$ cat src/rtl/d_split_ctrl.sv
// rtl/d_split_ctrl.sv - even/odd dcache split-access sequencer
// Runs one load/store at a time through lookup, miss/wake replay and merge capture.
module d_split_ctrl #(
    parameter int OOO_TAG_SIZE = 10,
    parameter int MAX_RETRY    = 3
) (
    input  logic                    clk,
    input  logic                    rst,
    input  logic                    req_valid,
    output logic                    req_ready,
    input  logic [31:0]             req_addr,
    input  logic [1:0]              req_size,
    input  logic                    req_sext,
    input  logic [2:0]              req_op,
    input  logic [OOO_TAG_SIZE-1:0] req_tag,
    output logic                    lk_e_valid,
    output logic [31:0]             lk_e_addr,
    output logic                    lk_o_valid,
    output logic [31:0]             lk_o_addr,
    input  logic                    hit_e,
    input  logic                    hit_o,
    output logic                    miss_e,
    output logic                    miss_o,
    input  logic                    wake_e,
    input  logic                    wake_o,
    output logic                    use_e_as_0,
    output logic                    need_p1,
    output logic [1:0]              mrg_size,
    output logic                    mrg_sext,
    input  logic [31:0]             mrg_data,
    output logic                    resp_valid,
    input  logic                    resp_ready,
    output logic [31:0]             resp_data,
    output logic [OOO_TAG_SIZE-1:0] resp_tag,
    output logic                    resp_err
);
    localparam int RW = (MAX_RETRY < 1) ? 1 : $clog2(MAX_RETRY + 1);
    localparam logic [2:0] OP_LD = 3'd1;
    localparam logic [2:0] OP_ST = 3'd2;

    typedef enum logic [2:0] {IDLE, LOOKUP, CHECK, WAIT, RESP} state_t;

    state_t                  state_q, state_d;
    logic [31:0]             addr_q;
    logic [1:0]              size_q;
    logic                    sext_q;
    logic [2:0]              op_q;
    logic [OOO_TAG_SIZE-1:0] tag_q;
    logic [RW-1:0]           retry_q;
    logic                    pend_e_q, pend_o_q;
    logic [31:0]             resp_data_q;
    logic                    resp_err_q;

    logic [31:0] line0, line1;
    logic [4:0]  bytes5;
    logic        use_e, p1, need_e, need_o, busy;
    logic        all_hit, retry_max, req_illegal;
    logic        pend_e_nx, pend_o_nx;

    assign line0 = {addr_q[31:4], 4'b0000};
    assign line1 = line0 + 32'd16;
    assign use_e = ~addr_q[4];

    always_comb begin
        bytes5 = 5'd4;
        case (size_q)
            2'd0:    bytes5 = 5'd1;
            2'd1:    bytes5 = 5'd2;
            default: bytes5 = 5'd4;
        endcase
    end

    assign p1 = ({1'b0, addr_q[3:0]} + bytes5) > 5'd16;

    // Bank 0 holds line0; the other bank is only touched when the access crosses lines.
    assign need_e = use_e | p1;
    assign need_o = ~use_e | p1;

    assign busy        = (state_q != IDLE);
    assign all_hit     = (~need_e | hit_e) & (~need_o | hit_o);
    assign retry_max   = (retry_q == RW'(MAX_RETRY));
    assign req_illegal = ((req_op != OP_LD) && (req_op != OP_ST)) || (req_size == 2'd2);
    assign pend_e_nx   = pend_e_q & ~wake_e;
    assign pend_o_nx   = pend_o_q & ~wake_o;

    assign lk_e_addr  = busy ? (use_e ? line0 : line1) : 32'd0;
    assign lk_o_addr  = busy ? (use_e ? line1 : line0) : 32'd0;
    assign use_e_as_0 = busy & use_e;
    assign need_p1    = busy & p1;
    assign mrg_size   = busy ? size_q : 2'd0;
    assign mrg_sext   = busy & sext_q;
    assign resp_data  = resp_data_q;
    assign resp_err   = resp_err_q;
    assign resp_tag   = tag_q;

    always_ff @(posedge clk or negedge rst) begin
        if (!rst) state_q <= IDLE;
        else      state_q <= state_d;
    end

    always_comb begin
        state_d    = state_q;
        req_ready  = 1'b0;
        lk_e_valid = 1'b0;
        lk_o_valid = 1'b0;
        miss_e     = 1'b0;
        miss_o     = 1'b0;
        resp_valid = 1'b0;
        case (state_q)
            IDLE: begin
                req_ready = 1'b1;
                if (req_valid) state_d = req_illegal ? RESP : LOOKUP;
            end
            LOOKUP: begin
                lk_e_valid = need_e;
                lk_o_valid = need_o;
                state_d    = CHECK;
            end
            CHECK: begin
                if (all_hit || retry_max) begin
                    state_d = RESP;
                end else begin
                    miss_e  = need_e & ~hit_e;
                    miss_o  = need_o & ~hit_o;
                    state_d = WAIT;
                end
            end
            WAIT: begin
                if (!pend_e_nx && !pend_o_nx) state_d = LOOKUP;
            end
            RESP: begin
                resp_valid = 1'b1;
                if (resp_ready) state_d = IDLE;
            end
            default: state_d = IDLE;
        endcase
    end

    always_ff @(posedge clk or negedge rst) begin
        if (!rst) begin
            addr_q      <= '0;
            size_q      <= '0;
            sext_q      <= 1'b0;
            op_q        <= '0;
            tag_q       <= '0;
            retry_q     <= '0;
            pend_e_q    <= 1'b0;
            pend_o_q    <= 1'b0;
            resp_data_q <= '0;
            resp_err_q  <= 1'b0;
        end else begin
            case (state_q)
                IDLE: begin
                    if (req_valid) begin
                        addr_q      <= req_addr;
                        size_q      <= req_size;
                        sext_q      <= req_sext;
                        op_q        <= req_op;
                        tag_q       <= req_tag;
                        retry_q     <= '0;
                        pend_e_q    <= 1'b0;
                        pend_o_q    <= 1'b0;
                        resp_data_q <= '0;
                        resp_err_q  <= req_illegal;
                    end
                end
                CHECK: begin
                    if (all_hit) begin
                        resp_data_q <= (op_q == OP_LD) ? mrg_data : 32'd0;
                    end else if (retry_max) begin
                        resp_data_q <= '0;
                        resp_err_q  <= 1'b1;
                    end else begin
                        pend_e_q <= need_e & ~hit_e;
                        pend_o_q <= need_o & ~hit_o;
                        retry_q  <= retry_q + RW'(1);
                    end
                end
                WAIT: begin
                    pend_e_q <= pend_e_nx;
                    pend_o_q <= pend_o_nx;
                end
                RESP: begin
                    if (resp_ready) retry_q <= '0;
                end
                default: ;
            endcase
        end
    end
endmodule

$ cat config.mk
export PLATFORM = sky130hd
export DESIGN_NAME = d_split_ctrl
export DESIGN_NICKNAME = d
export VERILOG_FILES = /design/src/rtl/d_split_ctrl.sv
export SDC_FILE = /design/constraint.sdc
export NUM_CORES = 1
export LEC_CHECK = 0
export ABC_AREA = 1
export CORE_MARGIN = 3
export CORE_UTILIZATION = 47
export DETAILED_ROUTE_END_ITERATION = 10
export PLACE_DENSITY = 0.87
export SYNTH_ARGS = -nofsm -noshare
export SYNTH_HDL_FRONTEND = slang
export SYNTH_SLANG_ARGS = --single-unit
$ cat constraint.sdc
create_clock -name clk -period 6.8 [get_ports clk]
set_clock_uncertainty 0.2 [all_clocks]
set_input_delay 1.36 -clock clk [delete_from_list [all_inputs] [get_ports clk]]
set_output_delay 1.36 -clock clk [all_outputs]
set_load 0.005 [all_outputs]
==> impl_metrics.toml, run 1 <==
[timing]
period_needed_ps = 4420
fin_crit_sh = 0.651
max_clock_freq_mhz = 226
worstMarginPinSlew_ps = 1100
setup_viol = 0
hold_violations = 0
rsz0062_at_grt = "false"
finalMaxSlewViolations = 0
max_slew_margin = 0.264
tns_ps = 0

[routing]
dr.first_iter.drc_count = 293
routed-via-count = 5083
firstDrtPassIters = 5
drc = 0
wirelength_mm = 15.3
vias_per_cell = 5.23
postRouteAntennaNets = 0
post_drt_wl_per_cell_um = 15.8

[power_and_ir_drop]
cellInternalPower_mw = 1.74
peakVddDrop_mv = 0.216
clockPowerShare = 0.125
p_switching_mw = 1.26
p_seq_frac = 0.275
pwr-share-comb = 0.600
pwr_density_cell_mw_per_mm2 = 422
power_mw = 3.00
swShare = 0.420
p_leak_nw = 3.38

[die]
rows = 36
die_h_um = 108
core_mm2 = 0.00995
die-area_mm2 = 0.0117
start_util = 0.493
ios = 206
die_width_um = 108

[clocking]
h-tree-depth = 3
clk_latency_ps = 340
cts_resized = 0
cts.clk_slew.worst_paths_ps = 90
cts_buffers = 9
cts_setup_buffers = 0
holdBufCountCts = 0
cts_buffer_depth = 2
cts.sinks = 88
cts_tree = "done"
cts-root-buf = "clkbuf_8"

[setup_path]
path_cells = "nor2_1 > ha_1 > inv_1 > fa_1 > inv_1 > nand2_1 > nand2_1 > nand2_1 > nand3_1 > nand2_2 > nand2_1 > nand3_1 > nor2_1 > clkdlybuf4s50_1"
crit_slowest_cell = "clkdlybuf4s50_1"
reg2reg_depth = 16
rrSetupSlack_ps = 3540
cp.buffers_inverters = 3
cp-end-kind = "output port"
critPathKind = "flop to output port"
crit_path_max_fanout = 5
r2r-start = "size_q[1]"
cp.arrival_ps = 2860
cp_common_cell = "nand2_1"
critical-path-max-stage-delay_ps = 510
path_delay_family = "simple AND/OR/NAND/NOR gates"
worst_setup_path_start_kind = "flop"
crit_required_ps = 5240
r2r-end = "resp_data[0]"

[yosys]
synthCells = 647
synth_top_area_cell = "dfrtp_1"
yosysTopAreaCellShare = 0.449
avgSynthCellArea_um2 = 7.59
synth_edf_count = 0
synthFlopType = "dfrtp_1"
yosys.cell_types.count = 35
yosysWarnings = 0
ys_top_cells_by_count = "nand2_1, nor2_1, dfrtp_1, inv_1, a21oi_1"
synthArstFlopShare = 1.00
synthTopCellsByArea = "dfrtp_1, nand2_1, nor2_1"
ys_ff_latch = 88
yosysSeqAreaShare = 0.449
yosysMostFrequentCell = "nand2_1"
synth_area_mm2 = 0.00491

[hold_path]
min_from = "resp_data[7]"
hold_end = "resp_data[7]"
whs_path_depth = 2
hold_class = "flop to flop"

[placed_design]
dp_hpwl_mm = 11.9
gp_congestion = 0.904
port_buffers = 196

[global_route]
grt_pass1_vias = 5147
grt.total_usage = 0.264
grt_pass1_wl_mm = 24.5
overflow = 0
antenna_found_initial = 0
grt_max_degree = 89

[run_status]
status = "finished, final reports clean"

[final_layout]
drive_above_1_share = 0.0572
fillers = 763
antenna_cells = 0
layout.nets = 929
area.growth.synth_to_final_pct = 44.8

[flow_run]
maxCapViolations = 0
## cell type report
class	instances	area (um^2)	area share
flip-flops and latches	88	2200	0.310
multi-input cells	470	2320	0.326
repair buffers	197	1970	0.277
well taps	133	166	0.0234
clock buffers	10	138	0.0194
inverters	68	255	0.0359
clock inverters	6	66.3	0.00933
## stage by stage
step	std cells	util	area [um^2]	worst slack, ps	hold slack [ps]
after floorplan	655	-	4940	3550	242
after global placement	956	0.694	6910	2720	252
after detailed placement	956	0.694	6910	2710	262
after CTS	972	0.714	7110	2360	285
after global routing	972	0.714	7110	2080	309
final	972	0.714	7110	2380	281
## metal layers
metal | track usage | share of wire
met5 | 0 | 0
met4 | 0.0956 | 0.022
met2 | 0.458 | 0.49
met1 | 0.308 | 0.38
met3 | 0.0800 | 0.11
## sequential cells by signal, indices dropped and copies added (netlist names)
name       count
resp_data     32
state_q        3
op_q           3
resp_tag      10
pend_e_q       1
pend_o_q       1
retry_q        2
resp_err       1
size_q         2
sext_q         1
addr_q        32
## cell usage in the layout (no fill, tap or decap), types with 3 or more instances in the layout
cell	count
clkdlybuf4s50_1	195
nor4_1	3
o22ai_1	11
dfrtp_1	88
clkinvlp_4	3
o21ai_0	25
nand3_1	33
a21oi_1	38
nor3_1	15
nand2_1	177
nor2_2	5
nand4_1	11
ha_1	6
nor2_1	92
mux2_2	13
inv_1	66
xor2_1	15
clkbuf_8	10
conb_1	9
## worst max path at each step
stage,slack [ps],cells after the start,from,to
floorplan,3550,13,size_q[1],miss_e
global placement,2720,5,hit_e,miss_e
detailed placement,2710,5,hit_e,miss_e
CTS,2360,14,size_q[1],miss_e
global route,2080,9,addr_q[4],lk_e_addr[26]
finish,2380,14,size_q[1],miss_e
## worst min-delay path, stage by stage (launching register included)
cell and delay [ps]:
dfrtp_1 350, nand2_1 50, nand2_1 50
## power groups by stage
stage	combinational [mW]	clock, mW	sequential [mW]
after floorplan	0.909	0	0.793
after global placement	1.75	0	0.823
after detailed placement	1.79	0	0.833
after CTS	1.80	0.380	0.822
after global routing	1.97	0.403	0.847
final	1.80	0.375	0.825
## cells by family (layout without fill, tap and decap cells)
logic type,count (synthesis),count (layout),synth area share
and+or+nand+nor,348,348,0.304
buffers and inverters,97,281,0.0859
DFF,88,88,0.449
AOI/OAI and AO/OA,76,76,0.0808
xor gates and xnor gates,15,15,0.0268
muxes,15,15,0.0344
adders and majority gates,7,7,0.0194
other,1,9,0.000764
Power figures use the tool's default switching activity.
==> inputs of run 2 (changes only) <==
--- a/config.mk
+++ b/config.mk
@@ -7,9 +7,9 @@
 export LEC_CHECK = 0
 export ABC_AREA = 1
 export CORE_MARGIN = 3
-export CORE_UTILIZATION = 47
+export CORE_UTILIZATION = 43
 export DETAILED_ROUTE_END_ITERATION = 10
-export PLACE_DENSITY = 0.87
+export PLACE_DENSITY = 0.81
 export SYNTH_ARGS = -nofsm -noshare
 export SYNTH_HDL_FRONTEND = slang
 export SYNTH_SLANG_ARGS = --single-unit
==> constraint.sdc (replaced) <==
create_clock -name clk -period 4.1 [get_ports clk]
set_clock_uncertainty 0.2 [all_clocks]
set_input_delay 0.82 -clock clk [delete_from_list [all_inputs] [get_ports clk]]
set_output_delay 0.82 -clock clk [all_outputs]
set_load 0.005 [all_outputs]
==> run 2 against run 1 <==
Effect of this change:
- flip-flop and latch count is the same
- final area grew 1.4%
- core utilization shrank 5.8 points
- sequential power grew 67%
- die area grew 8.8%
- clock-buffer cell count grew 1
- largest cell class unchanged
- largest power group unchanged
==> impl_metrics.toml, run 2 (synthesis results as in run 1) <==
[clocking]
cts.clk_slew.worst_paths_ps = 60
cts.sinks = 88
cts-root-buf = "clkbuf_16"
cts_buffers = 9
cts_setup_buffers = 0
cts_resized = 0
clk_latency_ps = 340
cts_tree = "done"
h-tree-depth = 3
cts_buffer_depth = 2
holdBufCountCts = 0

[setup_path]
crit_path_max_fanout = 7
crit_required_ps = 3080
worst_setup_path_start_kind = "flop"
rrSetupSlack_ps = 940
cp.arrival_ps = 2840
reg2reg_depth = 16
r2r-end = "resp_data[28]"
startpoint = "addr_q[4]"
cp-end-kind = "output port"
r2r-start = "size_q[1]"
cp-endpoint = "lk_e_addr[20]"
critPathKind = "flop to output port"

[final_layout]
area.growth.synth_to_final_pct = 46.8
antenna_cells = 0
ff_latch_area_mm2 = 0.00220
final_cell_mix = "clkdlybuf4s50_1, nand2_1, nor2_1"
layout.nets = 932
multiInputGateArea_mm2 = 0.00232
final_common_cell = "clkdlybuf4s50_1"
drive_above_1_share = 0.0583
fin_cells = 981
final_core_util = 0.656
fillers = 921

[timing]
period_needed_ps = 3860
rsz0062_at_grt = "false"
max_clock_freq_mhz = 259
tns_ps = 0
fin_crit_sh = 0.941
timing.hold.ws_ps = 269
finalMaxSlewViolations = 0
hold_violations = 0
max_slew_margin = 0.317
setup_viol = 0
worstMarginPinSlew_ps = 1020

[global_route]
antenna_found_initial = 0
grt.total_usage = 0.242
grt_pass1_vias = 5068
grt_max_degree = 58
overflow = 0
grt_pass1_wl_mm = 24.7

[run_status]
status = "finished, final reports clean"

[die]
die_h_um = 113
core_mm2 = 0.0110
die_width_um = 113
die-area_mm2 = 0.0127
start_util = 0.447
rows = 38
ios = 206

[placed_design]
port_buffers = 196
gp_congestion = 0.940
dp_hpwl_mm = 12.0
dp.cells = 966

[power_and_ir_drop]
peakVddDrop_mv = 0.428
p_leak_nw = 3.43
pwr_density_cell_mw_per_mm2 = 713

[routing]
post_drt_wl_per_cell_um = 15.8
dr.first_iter.drc_count = 311
vias_per_cell = 5.15
firstDrtPassIters = 5
drc = 0
postRouteAntennaNets = 0
wirelength_mm = 15.5
routed-via-count = 5054

[hold_path]
hold_class = "flop to flop"

[flow_run]
maxCapViolations = 0
-- run 2: cell count changes in the layout (fill, tap and decap cells not counted), sizes merged --
cell / delta
buf: +3
bufinv: -1
clkbuf: +1
clkinvlp: -1
-- run 2: worst min path at each step --
stage | cells past startpoint | start | to
final | 2 | resp_data[27] | resp_data[27]
after global routing | 2 | resp_data[19] | resp_data[19]
after CTS | 2 | resp_data[19] | resp_data[19]
after detailed placement | 2 | resp_data[27] | resp_data[27]
after global placement | 2 | resp_data[29] | resp_data[29]
after floorplan | 2 | pend_e_q | pend_e_q
-- run 2: worst max-delay path, cell delays in order (launching register included) --
cell             delay [ps]
dfrtp_1                 470
ha_1                    330
nand3_1                 200
inv_1                    90
nand3_1                 160
nor2_2                  310
inv_1                    80
o21ai_1                 160
nand3_1                  80
o21ai_0                  90
clkdlybuf4s50_1         530
-- run 2: layer usage --
layer  GRT usage  routed length (um)  vias up
met5           0                   0        -
met4       0.112                 508        0
met3      0.0775                1510       36
met2       0.417                7430      232
met1       0.273                6050     2362
li1            -                   -     2424
-- run 2: power breakdown --
group          internal (mW)  total, mW  switching, mW
sequential              1.13       1.38          0.252
clock                  0.425      0.772          0.347
combinational           1.47       2.99           1.52
total                   3.02       5.14           2.12
-- run 2: final cells by class --
class | count | share of cell area
Sequential cell | 88 | 0.305
Inverter | 68 | 0.0354
Timing Repair Buffer | 200 | 0.276
Clock inverter | 4 | 0.00399
Clock buffer | 11 | 0.0337
Multi-Input combinational cell | 470 | 0.321
Tap cell | 140 | 0.0243
-- run 2: metrics by stage --
stage	area [um^2]	worst slack, ps	power [mW]
2_1_floorplan	4940	1390	2.82
3_3_place_gp	6940	732	4.32
3_5_place_dp	6940	627	4.37
4_1_cts	7210	256	5.15
5_1_grt	7210	13.9	5.50
6_report	7210	240	5.14
